**src/rtl/lsu_pkg.sv**
```systemverilog
// Shared encodings, state type and access-decode helpers for the load/store unit.
package lsu_pkg;

   localparam int unsigned WORD_W    = 32;
   localparam int unsigned BE_W      = 4;
   localparam int unsigned LD_CTRL_W = 3;
   localparam int unsigned ST_CTRL_W = 2;
   localparam int unsigned OFF_W     = 2;

   localparam logic [LD_CTRL_W-1:0] LD_B  = 3'b000;
   localparam logic [LD_CTRL_W-1:0] LD_H  = 3'b001;
   localparam logic [LD_CTRL_W-1:0] LD_W  = 3'b010;
   localparam logic [LD_CTRL_W-1:0] LD_BU = 3'b100;
   localparam logic [LD_CTRL_W-1:0] LD_HU = 3'b101;

   localparam logic [ST_CTRL_W-1:0] ST_B = 2'b00;
   localparam logic [ST_CTRL_W-1:0] ST_H = 2'b01;
   localparam logic [ST_CTRL_W-1:0] ST_W = 2'b10;

   typedef enum logic [1:0] {
      S_IDLE = 2'd0,
      S_REQ  = 2'd1,
      S_DONE = 2'd2
   } lsu_state_t;

   typedef enum logic [1:0] {
      SZ_BYTE = 2'd0,
      SZ_HALF = 2'd1,
      SZ_WORD = 2'd2,
      SZ_BAD  = 2'd3
   } acc_size_t;

   // Request fields held on the bus while a request is outstanding
   typedef struct packed {
      logic              we;
      logic [BE_W-1:0]   be;
      logic [WORD_W-1:0] wdata;
   } bus_payload_t;

   // Access size from the ctrl code; SZ_BAD flags an illegal encoding
   function automatic acc_size_t access_size(input logic                 we,
                                             input logic [LD_CTRL_W-1:0] ld,
                                             input logic [ST_CTRL_W-1:0] st);
      acc_size_t sz;
      sz = SZ_BAD;
      if (we) begin
         case (st)
            ST_B:    sz = SZ_BYTE;
            ST_H:    sz = SZ_HALF;
            ST_W:    sz = SZ_WORD;
            default: sz = SZ_BAD;
         endcase
      end else begin
         case (ld)
            LD_B, LD_BU: sz = SZ_BYTE;
            LD_H, LD_HU: sz = SZ_HALF;
            LD_W:        sz = SZ_WORD;
            default:     sz = SZ_BAD;
         endcase
      end
      return sz;
   endfunction

   function automatic logic misaligned(input acc_size_t sz, input logic [OFF_W-1:0] off);
      logic bad;
      bad = 1'b0;
      case (sz)
         SZ_HALF: bad = off[0];
         SZ_WORD: bad = (off != 2'b00);
         default: bad = 1'b0;
      endcase
      return bad;
   endfunction

   function automatic logic [BE_W-1:0] be_for(input acc_size_t sz, input logic [OFF_W-1:0] off);
      logic [BE_W-1:0] be;
      be = '0;
      case (sz)
         SZ_BYTE: be = BE_W'(4'b0001 << off);
         SZ_HALF: be = BE_W'(4'b0011 << off);
         SZ_WORD: be = 4'b1111;
         default: be = '0;
      endcase
      return be;
   endfunction

   // Replicate the store source across every lane the access could hit
   function automatic logic [WORD_W-1:0] store_lanes(input acc_size_t sz,
                                                     input logic [WORD_W-1:0] wd);
      logic [WORD_W-1:0] lanes;
      lanes = '0;
      case (sz)
         SZ_BYTE: lanes = {4{wd[7:0]}};
         SZ_HALF: lanes = {2{wd[15:0]}};
         SZ_WORD: lanes = wd;
         default: lanes = '0;
      endcase
      return lanes;
   endfunction

endpackage

```
**src/rtl/load_extend.sv**
```systemverilog
// Aligns a read word to the addressed lane and sign/zero-extends per load type.
module load_extend (
   input  logic [31:0] word,
   input  logic [1:0]  offset,
   input  logic [2:0]  load_ctrl,
   output logic [31:0] result
);
   import lsu_pkg::*;

   logic [WORD_W-1:0] shifted;

   always_comb begin
      result  = '0;
      shifted = word >> {offset, 3'b000};
      case (load_ctrl)
         LD_B:    result = {{24{shifted[7]}}, shifted[7:0]};
         LD_H:    result = {{16{shifted[15]}}, shifted[15:0]};
         LD_W:    result = shifted;
         LD_BU:   result = {24'd0, shifted[7:0]};
         LD_HU:   result = {16'd0, shifted[15:0]};
         default: result = '0;
      endcase
   end

endmodule

```
**src/rtl/load_store_unit.sv**
```systemverilog
// Multicycle load/store unit: IDLE -> REQ (bus handshake) -> DONE, stalling the core
// until the access or its fault completes.
module load_store_unit #(
   parameter int unsigned ADDR_WIDTH = 32,
   parameter int unsigned DATA_WIDTH = 32
) (
   input  logic                  clk,
   input  logic                  rstN,
   input  logic                  memValid,
   input  logic                  memWrite,
   input  logic [2:0]            loadCtrl,
   input  logic [1:0]            storeCtrl,
   input  logic [ADDR_WIDTH-1:0] ALUResult,
   input  logic [DATA_WIDTH-1:0] writeData,
   output logic                  stall,
   output logic [DATA_WIDTH-1:0] readData,
   output logic                  readValid,
   output logic                  fault,
   output logic                  busReq,
   output logic                  busWe,
   output logic [ADDR_WIDTH-1:0] busAddr,
   output logic [3:0]            busBE,
   output logic [DATA_WIDTH-1:0] busWData,
   input  logic                  busReady,
   input  logic [DATA_WIDTH-1:0] busRData
);
   import lsu_pkg::*;

   lsu_state_t             state_q, state_d;
   logic                   req_q, req_d;
   logic [ADDR_WIDTH-1:0]  addr_q, addr_d;
   bus_payload_t           pay_q, pay_d;
   logic [LD_CTRL_W-1:0]   ld_ctrl_q, ld_ctrl_d;
   logic [OFF_W-1:0]       off_q, off_d;
   logic [DATA_WIDTH-1:0]  rdata_q, rdata_d;
   logic                   rvalid_q, rvalid_d;
   logic                   fault_q, fault_d;

   acc_size_t              size;
   logic                   bad;
   logic [WORD_W-1:0]      ext_word;

   assign size = access_size(memWrite, loadCtrl, storeCtrl);
   assign bad  = (size == SZ_BAD) || misaligned(size, ALUResult[1:0]);

   load_extend u_load_extend (
      .word      (busRData),
      .offset    (off_q),
      .load_ctrl (ld_ctrl_q),
      .result    (ext_word)
   );

   // Next-state and next-output logic
   always_comb begin
      state_d   = state_q;
      req_d     = req_q;
      addr_d    = addr_q;
      pay_d     = pay_q;
      ld_ctrl_d = ld_ctrl_q;
      off_d     = off_q;
      rdata_d   = rdata_q;
      rvalid_d  = 1'b0;
      fault_d   = 1'b0;

      case (state_q)
         S_IDLE: begin
            if (memValid) begin
               if (bad) begin
                  fault_d = 1'b1;
                  state_d = S_DONE;
               end else begin
                  req_d       = 1'b1;
                  addr_d      = {ALUResult[ADDR_WIDTH-1:2], 2'b00};
                  pay_d.we    = memWrite;
                  pay_d.be    = be_for(size, ALUResult[1:0]);
                  pay_d.wdata = memWrite ? store_lanes(size, writeData) : '0;
                  ld_ctrl_d   = loadCtrl;
                  off_d       = ALUResult[1:0];
                  state_d     = S_REQ;
               end
            end
         end
         S_REQ: begin
            if (busReady) begin
               req_d  = 1'b0;
               addr_d = '0;
               pay_d  = '0;
               if (!pay_q.we) begin
                  rdata_d  = ext_word;
                  rvalid_d = 1'b1;
                end
               state_d = S_DONE;
            end
         end
         S_DONE:  state_d = S_IDLE;
         default: state_d = S_IDLE;
      endcase
   end

   always_ff @(posedge clk or negedge rstN) begin
      if (!rstN) begin
         state_q   <= S_IDLE;
         req_q     <= 1'b0;
         addr_q    <= '0;
         pay_q     <= '0;
         ld_ctrl_q <= '0;
         off_q     <= '0;
         rdata_q   <= '0;
         rvalid_q  <= 1'b0;
         fault_q   <= 1'b0;
      end else begin
         state_q   <= state_d;
         req_q     <= req_d;
         addr_q    <= addr_d;
         pay_q     <= pay_d;
         ld_ctrl_q <= ld_ctrl_d;
         off_q     <= off_d;
         rdata_q   <= rdata_d;
         rvalid_q  <= rvalid_d;
         fault_q   <= fault_d;
      end
   end

   // Stall is combinational so the PC freezes in the same cycle memValid arrives
   assign stall = rstN && (((state_q == S_IDLE) && memValid) || (state_q == S_REQ));

   assign busReq    = req_q;
   assign busWe     = pay_q.we;
   assign busAddr   = addr_q;
   assign busBE     = pay_q.be;
   assign busWData  = pay_q.wdata;
   assign readData  = rdata_q;
   assign readValid = rvalid_q;
   assign fault     = fault_q;

endmodule

```
**config.mk**
```make
export PLATFORM = sky130hd
export DESIGN_NAME = load_store_unit
export DESIGN_NICKNAME = d
export VERILOG_FILES = /design/src/rtl/lsu_pkg.sv /design/src/rtl/load_extend.sv /design/src/rtl/load_store_unit.sv
export SDC_FILE = /design/constraint.sdc
export NUM_CORES = 1
export LEC_CHECK = 0
export CELL_PAD_IN_SITES_DETAIL_PLACEMENT = 0
export CELL_PAD_IN_SITES_GLOBAL_PLACEMENT = 2
export CORE_UTILIZATION = 24
export CTS_CLUSTER_DIAMETER = 100
export CTS_CLUSTER_SIZE = 12
export DETAILED_ROUTE_END_ITERATION = 10
export PLACE_DENSITY_LB_ADDON = 0.1
export REMOVE_ABC_BUFFERS = 1
export SYNTH_ARGS = -nofsm -noshare
export SYNTH_HDL_FRONTEND = slang
export SYNTH_HIERARCHICAL = 1
export SYNTH_SLANG_ARGS = --single-unit
```
**constraint.sdc**
```tcl
create_clock -name clk -period 1.5 [get_ports clk]
set_input_delay 0.375 -clock clk [delete_from_list [all_inputs] [get_ports clk]]
set_output_delay 0.375 -clock clk [all_outputs]
set_load 0.05 [all_outputs]
```
==> results.py, run 1 <==
metrics = {
    "status": {
        "outcome": "finished, violations left",
        "violations": "negative setup slack",
    },
    "logic_synthesis": {
        "synthTopCellsByArea": "dfrtp_1, mux2_2, a22o_1, o2bb2ai_1, mux2i_1",
        "ys_ff_latch": 109,
        "synth_top_area_share_pct": 50.7,
        "synth_top_cells_by_count": "dfrtp_1, a22o_1, mux2_2",
        "yosysMostFrequentCell": "dfrtp_1",
        "yosys_warnings": 6,
        "synth_area_sq_um": 5380,
        "synthFlopType": "dfrtp_1",
        "syn_area_per_cell_sq_um": 11.8,
        "synth_top_cell_by_area": "dfrtp_1",
        "yosysUniqueCellTypes": 57,
        "synth_async_sr_flop_share_pct": 100,
        "synth-seq-area-share_pct": 50.7,
        "synth-edff-count": 0,
        "syn_inst": 455,
    },
    "run": {
        "maxCapViolations": 0,
    },
    "route": {
        "wl_met1_um": 8120,
        "first_iter_violations": 129,
        "via_per_inst": 4.75,
        "drt-pass1-iter-count": 5,
        "highest_layer": "met4",
        "dr_wl_met3_um": 1190,
        "drc": 0,
        "met2_length_um": 9730,
        "ant_nets": 0,
        "wl_per_cell_um": 18.9,
        "wl_um": 19200,
        "vias": 4840,
    },
    "power": {
        "power_density_nw_per_um2": 2210,
        "p_leak_nw": 4.55,
        "vdd_drop_max_uv": 1350,
    },
    "clock_network": {
        "clk_path_buf_depth": 2,
        "path_clk_slew_ns": 0.07,
        "numCtsBuffers": 9,
        "clock_sinks": 109,
        "h-tree-depth": 3,
        "cts_root_buf": "clkbuf_16",
        "cts_tree": "done",
        "clk_latency_ns": 0.35,
    },
    "setup_path": {
        "crit_path_end_kind": "register",
        "rrSetupSlack_ns": -0.29,
        "worstPathMaxFanout": 8,
        "r2r-start": "state_q[0]$_DFFE_PN0P_",
        "crit_required_ns": 1.74,
        "rr_endpoint": "busAddr[14]$_DFFE_PN0P_",
        "arrival_ns": 2.18,
        "start_kind": "primary input",
        "critical_path_class": "in2reg",
        "reg2reg_depth": 6,
    },
    "final_layout": {
        "nets": 843,
        "area_delta_synth_final_pct": 93.2,
        "layout-drive-gt1-share_pct": 45.3,
        "final_area_sq_um": 10400,
        "fin_util_pct": 47.4,
        "diodes": 0,
        "fillers": 2019,
    },
    "timing": {
        "timing.fmax_mhz": 515,
        "max_slew_margin_pct": 58.0,
        "clock_skew_ns": 0.00809,
        "final_max_slew_viol_count": 0,
        "post-route-min-period_ns": 1.94,
        "worstMarginPinSlew_ns": 0.630,
        "period_share_pct": 129,
        "layout_setup_ws_ns": -0.442,
        "setup_viol": 109,
        "grt_setup_unrepaired": "true",
        "hold_violations": 0,
    },
    "place": {
        "dpl_worst_slack_ns": -1.40,
        "place_congestion": 0.771,
        "portBuffers": 208,
        "hpwl_um": 13200,
        "place_area_sq_um": 9130,
    },
    "global_route": {
        "grt_pass1_wl_um": 29500,
        "globalRouteTotalUtil_pct": 17.0,
        "grt.overflow.total": 0,
        "grt_pass1_vias": 5268,
        "grt_max_degree": 110,
        "antenna_found_initial": 0,
    },
    "floorplan": {
        "die_y_um": 152,
        "pin_count": 211,
        "die_area_sq_um": 23000,
        "fp.coreArea_sq_um": 21900,
        "die_x_um": 152,
        "num_rows": 54,
        "start_util_pct": 24.6,
    },
    "min_path": {
        "hold_class": "in2async",
    },
}
[what timing repair did]
action / CTS / global route
gates resized for setup: 107 / 57
setup buffers: 23 / 6
hold buffers: 0 / 0
endpoints found under the setup margin: 109 / 109
pin swaps: 9 / 19
endpoints found under the hold margin: 0 / 0
cloned: 9 / 1
[cell type report]
cell class,instances,area [sq um],share of cell area (%)
tap,280,350,3.37
clock inverter,6,47.5,0.458
multi-input combinational,304,2820,27.2
clock buffer,10,229,2.20
inverter,8,30.0,0.289
timing repair buffer,301,4170,40.2
sequential,109,2730,26.3
[sequential cells by signal, indices dropped and copies added (netlist names), 2 cells and up]
signal and count:
off_q 2, state_q 2, readData 32, ld_ctrl_q 3, busWData 32, busBE 4, busAddr 30
[where the power goes]
part / internal [W] / leakage (nW) / switching, W / total (W)
sequential: 0.00411 / 1.41 / 0.00152 / 0.00563
clock: 0.00114 / 0.127 / 0.00118 / 0.00232
combinational: 0.00779 / 3.02 / 0.00718 / 0.0150
total: 0.0130 / 4.55 / 0.00987 / 0.0229
[stage by stage]
stage / std cells / setup TNS, ns / hold WS, ns / total power [W]
finish: 1018 / -29.96 / 0.0989 / 0.0229
global route: 1018 / -36.45 / 0.137 / 0.0240
CTS: 1013 / -30.72 / 0.159 / 0.0228
detailed placement: 965 / -116.53 / 0.540 / 0.0190
global placement: 965 / -108.91 / 0.541 / 0.0189
floorplan: 420 / -126.60 / 0.0794 / 0.0117
[layout by cell type, fill, tap and decap left out, drive strengths merged, types with 3 or more instances in the layout]
| master | count |
|---|---|
| a211oi | 15 |
| a21o | 10 |
| a21oi | 20 |
| a22o | 39 |
| a22oi | 9 |
| a32o | 3 |
| buf | 199 |
| bufbuf | 3 |
| clkbuf | 11 |
| clkdlybuf4s50 | 96 |
| clkinvlp | 3 |
| dfrtp | 109 |
| ha | 4 |
| inv | 9 |
| mux2 | 36 |
| mux2i | 20 |
| nand2 | 31 |
| nand2b | 3 |
| nand3 | 8 |
| nor2 | 9 |
| nor2b | 12 |
| nor3b | 3 |
| o21ai | 23 |
| o2bb2ai | 28 |
| o31ai | 5 |
[kinds of logic after synthesis]
group                    Yosys count  synth area share [%]
AO/OA/AOI/OAI                    160                  23.0
adder cells (fa/ha/maj)            4                 0.931
buffers and inverters             44                  4.96
flip-flops                       109                  50.7
multiplexers                      56                  11.7
other                              1                0.0698
AND/OR/NAND/NOR                   81                  8.61
[per-layer routing]
layer / vias up / track usage [%]
met3: 12 / 4.67
met5: - / 0
met2: 133 / 28.2
li1: 2271 / -
met4: 0 / 4.01
met1: 2424 / 21.9
[how the worst max path moves through the flow]
stage / startpoint / endpoint / slack (ns)
5_1_grt: loadCtrl[2] / busAddr[12]$_DFFE_PN0P_ / -0.49
4_1_cts: loadCtrl[2] / busAddr[30]$_DFFE_PN0P_ / -0.41
3_3_place_gp: memWrite / busAddr[17]$_DFFE_PN0P_ / -1.26
6_report: loadCtrl[1] / busAddr[14]$_DFFE_PN0P_ / -0.44
3_5_place_dp: memWrite / busAddr[18]$_DFFE_PN0P_ / -1.40
2_1_floorplan: loadCtrl[2] / busBE[0]$_DFFE_PN0P_ / -1.66
[critical path, cell delays in order]
cell       delay (ns)
buf_6            0.10
buf_6            0.11
mux2i_4          0.17
inv_2            0.09
ha_4             0.18
nor4b_4          0.26
and3_4           0.26
a21oi_4          0.04
buf_12           0.15
bufbuf_16        0.27
a22o_1           0.17
Power figures use the tool's default switching activity.
==> run 2: changes to the inputs <==
Settings changed: ABC_AREA from default to 1, CORE_UTILIZATION 24 to 22.
==> results.py, run 2 <==
metrics = {
    "power": {
        "p_clk_share_pct": 11.0,
        "power_w": 0.0238,
        "power_density_nw_per_um2": 2070,
        "combPwrFrac_pct": 65.8,
        "p_leak_nw": 5.61,
        "power_switching_w": 0.0111,
        "netSwitchingFraction_pct": 46.8,
        "intPower_w": 0.0126,
        "p_seq_share_pct": 23.2,
        "vdd_drop_max_uv": 1030,
    },
    "setup_path": {
        "crit_path_cell_trace": "buf_12, buf_6, o21ai_4, inv_4, ha_4, inv_2, nor2_4, nand2_2, nand2_4, buf_6, nand2_8, nand2_8, clkbuf_16, nand2_2, nand2_1",
        "critical_path_class": "in2reg",
        "slowest_stage": "ha_4",
        "path_buf_inv": 6,
        "crit_path_end_kind": "register",
        "arrival_ns": 2.08,
        "r2r-start": "state_q[0]$_DFFE_PN0P_",
        "worstPathMaxFanout": 8,
        "rrSetupSlack_ns": -0.19,
        "cp_slowest_stage_delay_ns": 0.27,
        "rr_endpoint": "busWData[5]$_DFFE_PN0P_",
        "reg2reg_depth": 10,
        "crit_required_ns": 1.81,
        "cp_top_family": "buffers and inverters",
        "start_kind": "primary input",
    },
    "global_route": {
        "grt_pass1_vias": 6093,
        "grt_pass1_wl_um": 35500,
        "globalRouteTotalUtil_pct": 17.5,
        "antenna_found_initial": 2,
        "grt.overflow.total": 0,
        "grt_max_degree": 110,
    },
    "logic_synthesis": {
        "ys_ff_latch": 109,
        "yosysMostFrequentCell": "nand2_1",
        "synth_top_area_share_pct": 46.7,
        "synth_async_sr_flop_share_pct": 100,
        "syn_area_per_cell_sq_um": 7.38,
        "synth_top_cell_by_area": "dfrtp_1",
        "yosys_warnings": 6,
        "synthTopCellsByArea": "dfrtp_1, nand2_1, nand3_1, inv_1, o21ai_0",
        "synthFlopType": "dfrtp_1",
        "synth-edff-count": 0,
        "synth_area_sq_um": 5850,
        "synth_top_cells_by_count": "nand2_1, dfrtp_1, nand3_1",
        "yosysUniqueCellTypes": 33,
        "synth-seq-area-share_pct": 46.7,
        "syn_inst": 792,
    },
    "route": {
        "wl_per_cell_um": 16.6,
        "drc": 0,
        "first_iter_violations": 158,
        "vias": 6057,
        "wl_um": 23400,
        "via_per_inst": 4.31,
        "ant_nets": 0,
        "drt-pass1-iter-count": 8,
    },
    "final_layout": {
        "nets": 1176,
        "mostFrequentLayoutCells": "nand2_1, buf_12, dfrtp_1",
        "diodes": 0,
        "fin_util_pct": 44.0,
        "area_delta_synth_final_pct": 96.1,
        "final_cells": 1406,
        "final_common_cell": "nand2_1",
        "layout-drive-gt1-share_pct": 41.2,
    },
    "floorplan": {
        "die_x_um": 165,
        "fp.coreArea_sq_um": 26100,
        "pin_count": 211,
        "start_util_pct": 22.4,
        "num_rows": 59,
        "die_area_sq_um": 27200,
        "die_y_um": 165,
    },
    "timing": {
        "grt_setup_unrepaired": "true",
        "final_max_slew_viol_count": 0,
        "period_share_pct": 118,
        "post-route-min-period_ns": 1.77,
        "hold_violations": 0,
        "setup_viol": 72,
        "timing.fmax_mhz": 565,
        "clock_skew_ns": 0.00995,
        "max_slew_margin_pct": 58.1,
        "fin_hold_ws_ns": 0.158,
        "finalSetupTns_ns": -16.04,
        "layout_setup_ws_ns": -0.271,
        "worstMarginPinSlew_ns": 0.629,
    },
    "clock_network": {
        "clk_latency_ns": 0.37,
        "clk_path_buf_depth": 2,
        "cts_root_buf": "clkbuf_16",
        "clock_sinks": 109,
        "cts_tree": "done",
        "path_clk_slew_ns": 0.09,
        "h-tree-depth": 3,
        "cts_hold_buf": 0,
        "numCtsBuffers": 9,
    },
    "place": {
        "placed_cells": 1360,
        "hpwl_um": 15500,
        "place_congestion": 0.756,
        "portBuffers": 208,
    },
    "min_path": {
        "hold_class": "in2async",
    },
    "run": {
        "maxCapViolations": 0,
    },
    "status": {
        "outcome": "finished, violations left",
        "violations": "negative setup slack",
    },
}
==> run 2: how the worst max path moves through the flow <==
stage	startpoint	endpoint	slack [ns]	cells past startpoint
floorplan	loadCtrl[1]	busBE[0]$_DFFE_PN0P_	-1.00	11
global placement	memWrite	busAddr[2]$_DFFE_PN0P_	-1.20	15
detailed placement	memWrite	busWData[5]$_DFFE_PN0P_	-1.22	15
CTS	memWrite	busAddr[20]$_DFFE_PN0P_	-0.34	17
global route	memWrite	busWData[7]$_DFFE_PN0P_	-0.36	15
finish	memWrite	busWData[13]$_DFFE_PN0P_	-0.27	15
==> run 2: cell type report <==
| type | count | area, sq um |
|---|---|---|
| repair buffers | 305 | 4380 |
| clock buffers | 9 | 225 |
| flip-flops and latches | 109 | 2730 |
| multi-input cells | 599 | 3440 |
| well taps | 335 | 419 |
| clock inverters | 7 | 91.3 |
| fillers | 2596 | 14600 |
| inverters | 42 | 178 |
==> run 2: repair_timing <==
action	CTS	global route
cloned	15	5
resized for setup	131	173
setup buffers	15	3
pin swaps	33	55
endpoints found under the setup margin	78	107
==> run 2: cells by family after synthesis <==
group / after synthesis / share of synthesized area (%)
buffers and inverters: 86 / 8.05
adder cells (fa/ha/maj): 4 / 0.856
AO/OA/AOI/OAI: 43 / 4.11
AND/OR/NAND/NOR: 549 / 40.3
flip-flops: 109 / 46.7
other: 1 / 0.0642
==> run 2: power groups by stage <==
stage | Sequential, W | Combinational, W | Clock [W]
6_report | 0.00551 | 0.0156 | 0.00260
5_1_grt | 0.00568 | 0.0166 | 0.00282
4_1_cts | 0.00530 | 0.0151 | 0.00272
3_5_place_dp | 0.00533 | 0.0134 | 0
3_3_place_gp | 0.00535 | 0.0134 | 0
2_1_floorplan | 0.00825 | 0.00312 | 0
==> run 2: through the flow <==
stage	instance area [sq um]	setup WS [ns]
3_5_place_dp	9710	-1.22
3_3_place_gp	9710	-1.20
5_1_grt	11500	-0.360
6_report	11500	-0.271
4_1_cts	10900	-0.344
2_1_floorplan	5540	-1.00
==> run 2: metal layers <==
layer / part of all wire, % / global-route usage (%)
met5: 0.056 / 0
met4: 1.1 / 4.59
met3: 3.8 / 2.59
met2: 49 / 29.5
met1: 46 / 23.2
